## config.mk

```make
export PLATFORM = sky130hd
export DESIGN_NAME = hazard_ctrl_flat
export DESIGN_NICKNAME = d
export VERILOG_FILES = /design/src/rtl/hazard_ctrl_pkg.sv /design/src/rtl/hazard_ctrl_if.sv /design/src/rtl/hazard_load_use_cmp.sv /design/src/rtl/hazard_ctrl.sv /design/src/flat_wrapper.sv
export SDC_FILE = /design/constraint.sdc
export NUM_CORES = 1
export LEC_CHECK = 0
export CORE_ASPECT_RATIO = 0.7
export CORE_UTILIZATION = 35
export CTS_CLUSTER_DIAMETER = 120
export DETAILED_ROUTE_END_ITERATION = 8
export HOLD_SLACK_MARGIN = 0.06
export PLACE_DENSITY = 0.61
export SLEW_MARGIN = 5
export SYNTH_ARGS = -nofsm -noshare
export SYNTH_HDL_FRONTEND = slang
export SYNTH_HIERARCHICAL = 1
export SYNTH_SLANG_ARGS = --single-unit
```

## constraint.sdc

```tcl
create_clock -name clk -period 5.65 [get_ports clk]
set_input_delay 1.695 -clock clk [delete_from_list [all_inputs] [get_ports clk]]
set_output_delay 1.695 -clock clk [all_outputs]
set_load 0.1 [all_outputs]
```

## src/rtl/hazard_ctrl_pkg.sv

```systemverilog
// Shared pipeline definitions for the hazard controller: FSM states, register-index width, NOP encoding.
// Also holds the load-use match function so the forwarding unit can reuse the same rule.
package hazard_ctrl_pkg;

  localparam int REG_W = 5;

  typedef logic [REG_W-1:0] reg_t;

  typedef enum logic {
    RUN     = 1'b0,
    MD_BUSY = 1'b1
  } hz_state_e;

  // Encoding the IF/ID flush and ID/EX / EX/MEM bubble consumers load in place of an instruction.
  localparam logic [31:0] NOP_INSTR = 32'h0000_0000;

  function automatic logic load_use_hit(
    input reg_t rs_id,
    input reg_t rt_id,
    input logic uses_rt_id,
    input logic mem_read_ex,
    input reg_t rt_ex
  );
    return mem_read_ex && (rt_ex != '0) &&
           ((rt_ex == rs_id) || (uses_rt_id && (rt_ex == rt_id)));
  endfunction

endpackage

```

## src/rtl/hazard_ctrl_if.sv

```systemverilog
// Hazard control bundle between the pipeline datapath (master) and hazard_ctrl (slave).
// Pure wiring: no latency, no backpressure.
interface hazard_ctrl_if;
  import hazard_ctrl_pkg::*;

  reg_t        rs_ID;
  reg_t        rt_ID;
  logic        uses_rt_ID;
  logic        MemRead_EX;
  reg_t        rt_EX;
  logic        branch_taken_EX;
  logic        muldiv_start_EX;

  logic        PC_write;
  logic        IF_ID_write;
  logic        IF_ID_flush;
  logic        ID_EX_write;
  logic        ID_EX_bubble;
  logic        EX_MEM_bubble;
  logic        muldiv_done;
  logic [31:0] perf_stall_cycles;

  modport master (
    output rs_ID, rt_ID, uses_rt_ID, MemRead_EX, rt_EX, branch_taken_EX, muldiv_start_EX,
    input  PC_write, IF_ID_write, IF_ID_flush, ID_EX_write, ID_EX_bubble, EX_MEM_bubble,
           muldiv_done, perf_stall_cycles
  );

  modport slave (
    input  rs_ID, rt_ID, uses_rt_ID, MemRead_EX, rt_EX, branch_taken_EX, muldiv_start_EX,
    output PC_write, IF_ID_write, IF_ID_flush, ID_EX_write, ID_EX_bubble, EX_MEM_bubble,
           muldiv_done, perf_stall_cycles
  );

endinterface

```

## src/rtl/hazard_load_use_cmp.sv

```systemverilog
// Combinational load-use detector: flags an ID source matching a non-zero load destination in EX.
// Zero latency, no backpressure.
module hazard_load_use_cmp
  import hazard_ctrl_pkg::*;
(
  input  reg_t rs_id,
  input  reg_t rt_id,
  input  logic uses_rt_id,
  input  logic mem_read_ex,
  input  reg_t rt_ex,
  output logic load_use
);

  assign load_use = load_use_hit(rs_id, rt_id, uses_rt_id, mem_read_ex, rt_ex);

endmodule

```

## src/rtl/hazard_ctrl.sv

```systemverilog
// Pipeline hazard controller: load-use stall, taken-branch flush, mult/div freeze of EX, stall-cycle counter.
// Controls are combinational in the hazard cycle; only state, cnt and the perf counter are registered.
module hazard_ctrl
  import hazard_ctrl_pkg::*;
#(
  parameter int MULDIV_CYCLES = 4
) (
  input  logic          clk,
  input  logic          rst,
  hazard_ctrl_if.slave  hz
);

  localparam int               CNT_W    = $clog2(MULDIV_CYCLES) + 1;
  localparam logic [CNT_W-1:0] CNT_LOAD = CNT_W'(MULDIV_CYCLES - 1);
  localparam logic [CNT_W-1:0] CNT_ONE  = CNT_W'(1);

  hz_state_e        state;
  logic [CNT_W-1:0] cnt;
  logic [31:0]      perf_q;

  logic load_use;
  logic freeze;
  logic pc_write;
  logic if_id_write;
  logic if_id_flush;
  logic id_ex_write;
  logic id_ex_bubble;
  logic ex_mem_bubble;
  logic muldiv_done;

  hazard_load_use_cmp u_load_use_cmp (
    .rs_id       (hz.rs_ID),
    .rt_id       (hz.rt_ID),
    .uses_rt_id  (hz.uses_rt_ID),
    .mem_read_ex (hz.MemRead_EX),
    .rt_ex       (hz.rt_EX),
    .load_use    (load_use)
  );

  always_comb begin
    freeze        = 1'b0;
    pc_write      = 1'b1;
    if_id_write   = 1'b1;
    if_id_flush   = 1'b0;
    id_ex_write   = 1'b1;
    id_ex_bubble  = 1'b0;
    ex_mem_bubble = 1'b0;
    muldiv_done   = 1'b0;

    if (!rst) begin
      case (state)
        RUN: begin
          // Priority only matters on a protocol violation; the EX events are exclusive.
          if (hz.muldiv_start_EX) begin
            freeze = 1'b1;
          end else if (hz.branch_taken_EX) begin
            if_id_flush  = 1'b1;
            id_ex_bubble = 1'b1;
          end else if (load_use) begin
            pc_write     = 1'b0;
            if_id_write  = 1'b0;
            id_ex_bubble = 1'b1;
          end
        end
        MD_BUSY: begin
          if (cnt > CNT_ONE) freeze = 1'b1;
          else               muldiv_done = 1'b1;
        end
        default: ;
      endcase
    end

    if (freeze) begin
      pc_write      = 1'b0;
      if_id_write   = 1'b0;
      id_ex_write   = 1'b0;
      ex_mem_bubble = 1'b1;
    end
  end

  always_ff @(posedge clk) begin
    if (rst) begin
      state  <= RUN;
      cnt    <= '0;
      perf_q <= '0;
    end else begin
      if (!pc_write && (perf_q != 32'hFFFF_FFFF)) perf_q <= perf_q + 32'd1;

      case (state)
        RUN: begin
          if (hz.muldiv_start_EX) begin
            cnt   <= CNT_LOAD;
            state <= MD_BUSY;
          end
        end
        MD_BUSY: begin
          // muldiv_start_EX is still high here; only the count decides when to leave.
          if (cnt > CNT_ONE) begin
            cnt <= cnt - CNT_ONE;
          end else begin
            cnt   <= '0;
            state <= RUN;
          end
        end
        default: begin
          cnt   <= '0;
          state <= RUN;
        end
      endcase
    end
  end

  assign hz.PC_write          = pc_write;
  assign hz.IF_ID_write       = if_id_write;
  assign hz.IF_ID_flush       = if_id_flush;
  assign hz.ID_EX_write       = id_ex_write;
  assign hz.ID_EX_bubble      = id_ex_bubble;
  assign hz.EX_MEM_bubble     = ex_mem_bubble;
  assign hz.muldiv_done       = muldiv_done;
  assign hz.perf_stall_cycles = perf_q;

endmodule

```

## src/flat_wrapper.sv

```systemverilog
// flat-port wrapper written by rule: the top's interface ports become plain ports
module hazard_ctrl_flat import hazard_ctrl_pkg::*;
#(
  parameter int MULDIV_CYCLES = 4
)
  (clk, rst, hz_rs_ID, hz_rt_ID, hz_uses_rt_ID, hz_MemRead_EX, hz_rt_EX, hz_branch_taken_EX, hz_muldiv_start_EX, hz_PC_write, hz_IF_ID_write, hz_IF_ID_flush, hz_ID_EX_write, hz_ID_EX_bubble, hz_EX_MEM_bubble, hz_muldiv_done, hz_perf_stall_cycles);
  hazard_ctrl_if hz_i ();
  input  logic clk;
  input  logic rst;
  input wire logic [$bits(hz_i.rs_ID)-1:0] hz_rs_ID;
  input wire logic [$bits(hz_i.rt_ID)-1:0] hz_rt_ID;
  input wire logic [$bits(hz_i.uses_rt_ID)-1:0] hz_uses_rt_ID;
  input wire logic [$bits(hz_i.MemRead_EX)-1:0] hz_MemRead_EX;
  input wire logic [$bits(hz_i.rt_EX)-1:0] hz_rt_EX;
  input wire logic [$bits(hz_i.branch_taken_EX)-1:0] hz_branch_taken_EX;
  input wire logic [$bits(hz_i.muldiv_start_EX)-1:0] hz_muldiv_start_EX;
  output wire logic [$bits(hz_i.PC_write)-1:0] hz_PC_write;
  output wire logic [$bits(hz_i.IF_ID_write)-1:0] hz_IF_ID_write;
  output wire logic [$bits(hz_i.IF_ID_flush)-1:0] hz_IF_ID_flush;
  output wire logic [$bits(hz_i.ID_EX_write)-1:0] hz_ID_EX_write;
  output wire logic [$bits(hz_i.ID_EX_bubble)-1:0] hz_ID_EX_bubble;
  output wire logic [$bits(hz_i.EX_MEM_bubble)-1:0] hz_EX_MEM_bubble;
  output wire logic [$bits(hz_i.muldiv_done)-1:0] hz_muldiv_done;
  output wire logic [$bits(hz_i.perf_stall_cycles)-1:0] hz_perf_stall_cycles;
  assign hz_i.rs_ID = hz_rs_ID;
  assign hz_i.rt_ID = hz_rt_ID;
  assign hz_i.uses_rt_ID = hz_uses_rt_ID;
  assign hz_i.MemRead_EX = hz_MemRead_EX;
  assign hz_i.rt_EX = hz_rt_EX;
  assign hz_i.branch_taken_EX = hz_branch_taken_EX;
  assign hz_i.muldiv_start_EX = hz_muldiv_start_EX;
  assign hz_PC_write = hz_i.PC_write;
  assign hz_IF_ID_write = hz_i.IF_ID_write;
  assign hz_IF_ID_flush = hz_i.IF_ID_flush;
  assign hz_ID_EX_write = hz_i.ID_EX_write;
  assign hz_ID_EX_bubble = hz_i.ID_EX_bubble;
  assign hz_EX_MEM_bubble = hz_i.EX_MEM_bubble;
  assign hz_muldiv_done = hz_i.muldiv_done;
  assign hz_perf_stall_cycles = hz_i.perf_stall_cycles;
  hazard_ctrl #(.MULDIV_CYCLES(MULDIV_CYCLES)) u_core (.clk(clk), .rst(rst), .hz(hz_i));
endmodule
```

==> flow_summary.yaml <==
outcome:
  outcome: "completed"
worst_setup_path:
  worstPathArrival_ns: 3.78
  max_stage_delay_ns: 0.47
  cp-start-kind: "input port"
  worst-setup-path-type: "in2out"
  path_buf_inv: 3
  crit_slowest_cell: "clkdlybuf4s50_1"
  path_delay_family: "buffers and inverters"
  critical_path.max_fanout: 3
  critPathCaptureType: "primary output"
  cp_cell_sequence: "clkdlybuf4s50_1, xor2_1, nor4_2, nand3_1, a21oi_1, nand2b_1, a221oi_4, inv_2, buf_12"
  cp.required_ns: 3.95
power_and_ir_drop:
  p_per_area_nw_per_um2: 224.8
  p_sw_share_pct: 27.83
  p_total_mw: 0.6400
  p_sw_mw: 0.1781
  seqPwrFrac_pct: 41.2
  intPower_mw: 0.4619
  ir_worst_vdd_mv: 0.1509
  clkPwrFrac_pct: 39.3
  combPwrFrac_pct: 19.5
  p_leak_nw: 0.9243
synthesis:
  synthSimpleGateAreaFrac_pct: 29.58
  synth_top_family_by_area: "simple AND/OR/NAND/NOR gates"
  synth-edff-count: 0
  synth_compound_area_share_pct: 22.09
  synth_warnings: 6
  synth_fa_ha_area_share_pct: 1.888
  yosysTopAreaCellShare_pct: 36.25
  synth_area_leaders: "dfxtp_1 36%, a21oi_1 6.5%, or3_1 4.7%, nand3_1 4.3%, o21ai_0 4.3%"
  ys.flop_type: "dfxtp_1"
  ys_seq_area_share_pct: 36.25
  synth_nets: 264
  synth_xor_area_share_pct: 5.286
  synth_mux_area_share_pct: 1.133
  ys_async_sr_fraction_pct: 0
  yosysTopAreaCell: "dfxtp_1"
  ys_seq_elements: 36
  ys_types: 45
  syn_inst: 240
  netlist_area_sq_um: 1988
  avgSynthCellArea_sq_um: 8.284
drt:
  wire_per_inst_microns: 14.38
  wl_microns: 5362
  drc: 0
  drtIter0Drc: 136
  vias_per_cell: 5.528
  dr.pass1.iters: 4
  via_count: 2062
  detail-route-antenna-nets: 0
floorplanning:
  die_w_microns: 92.08
  core_sq_um: 5368
  die_h_microns: 65.06
  rows: 22
  io_pins: 60
  initial_utilization_pct: 37.04
  dieArea_sq_um: 5990
clocking:
  clk_pin_slew_ns: 0.07
  cts_buffer_depth: 2
  htree_levels: 2
  cts_root_buf: "clkbuf_8"
  ctsHoldBuffers: 0
  numCtsBuffers: 5
  worstSkewPairLatency_ns: 0.29
  cts.sinks: 36
  cts_resized: 0
  cts_setup_buffers: 0
  cts_tree: "yes"
global_route:
  grt_max_degree: 34
  gr-max-usage-layer: "met1"
  antenna_found_initial: 0
  grtUsageMet1_pct: 29.11
  grtUsageMet2_pct: 25.56
  grt_use_met3_pct: 4.460
  grt_first_pass_wirelength_microns: 8887
  grt-ovfl-total: 0
  grt_pass1_vias: 1801
  grtUsageTotal_pct: 18.84
placement:
  dp_hpwl_microns: 3881
  place_inst: 365
  place.gp.congestion: 0.8094
  io_buffers: 59
timing:
  tns_ns: 0
  fmax_mhz: 182.6
  finalCriticalPeriod_ns: 5.478
  slew_violations: 0
  relSlewSlack_pct: 31.32
  rsz0062_at_grt: "false"
  worst_slew_pin_slew_ns: 1.029
  period_share_pct: 96.95
  skew_ns: 0.008849
  setup_viol: 0
  hold_viol_final: 0
finish:
  areaGrowthSynthToFinish_pct: 43.17
  num-fill-cells: 537
  final_common_cell: "clkdlybuf4s50_1"
  antenna_cells: 0
  drive_gt1_share_pct: 9.302
  fin_cells: 373
  final_cell_mix: "52 x clkdlybuf4s50_1, 36 x dfxtp_1, 26 x a21oi_1, 17 x nand3_1, 17 x o21ai_0"
  nNetsFinal: 324
job:
  maxCapViolations: 0
hold_path:
  hp-class: "reg2reg"
area by class of cell:
cell class	count	area [sq um]	share of cell area (%)
Multi-Input combinational cell	186	1192	41.89
Sequential cell	36	720.7	25.32
Timing Repair Buffer	62	683.2	24.00
Clock buffer	7	96.34	3.385
Tap cell	72	90.09	3.165
Inverter	9	33.78	1.187
Clock inverter	1	30.03	1.055
power by group through the flow:
stage	sequential, mW	combinational, mW	clock (mW)
global route	0.265	0.132	0.271
detailed placement	0.270	0.125	0
CTS	0.264	0.125	0.258
global placement	0.269	0.125	0
finish	0.264	0.125	0.251
floorplan	0.277	0.0682	0
cell families (layout without fill, tap and decap cells):
| logic type | Yosys count | count (layout) |
|---|---|---|
| AND/OR/NAND/NOR | 101 | 101 |
| AO/OA/AOI/OAI | 68 | 68 |
| flip-flops | 36 | 36 |
| buffers and inverters | 18 | 79 |
| XOR/XNOR | 12 | 12 |
| adder cells (fa/ha/maj) | 3 | 3 |
| multiplexers | 2 | 2 |
worst paths after layout:
kind                               startpoint                              end  slack (ns)  depth (start not counted)
worst max-delay path              hz_rt_EX[3]                      hz_PC_write        0.17                          9
worst min-delay path            u_core/cnt[2]                    u_core/cnt[2]        0.48                          2
worst max register to register  u_core/cnt[1]  u_core/hz.perf_stall_cycles[30]        2.88                          8
worst min register to register  u_core/cnt[2]                    u_core/cnt[2]        0.48                          2
synthesized netlist by cell type (2+ instances only):
cell and n:
xnor2_1 3, nor4_1 3, o21ai_0 17, dfxtp_1 36, or4_1 6, or3_1 15
o31ai_1 4, ha_1 3, a211oi_1 2, a21oi_1 26, xor2_1 9, and3_1 4
and2_1 2, nor3_1 5, a31o_2 2, nor2_1 9, or2_2 2, inv_1 8
nand2_1 12, nand4_1 12, o41ai_1 4, o311ai_0 4, mux2_2 2, and4_1 5
nor2b_1 4, buf_2 3, nand3_1 17, clkbuf_1 4
through the flow:
| step | hold slack (ns) | setup WS (ns) | cell area [sq um] | util (%) |
|---|---|---|---|---|
| 4_1_cts | 0.4834 | 0.1988 | 2846 | 53.03 |
| 6_report | 0.4792 | 0.1721 | 2846 | 53.03 |
| 5_1_grt | 0.5055 | 0.07653 | 2846 | 53.03 |
| 3_3_place_gp | 0.4664 | 0.3180 | 2720 | 50.68 |
| 3_5_place_dp | 0.4710 | 0.2078 | 2720 | 50.68 |
| 2_1_floorplan | 0.4500 | 0.1513 | 1989 | - |
per-layer routing:
| layer | part of all wire, % | routed length [microns] |
|---|---|---|
| met5 | 0 | 0 |
| met4 | 0.54 | 29 |
| met1 | 55 | 2950 |
| met2 | 40 | 2146 |
| met3 | 4.4 | 236 |
worst min-delay path, stage by stage (launching register included):
cell	delay [ns]
dfxtp_1	0.31
o21ai_0	0.06
a21oi_1	0.06
sequential cells by signal (all words and copies together) (netlist names):
name and flops:
u_core/cnt 3, u_core/hz.perf_stall_cycles 32, u_core/state 1
(Power assumes the default switching activity.)
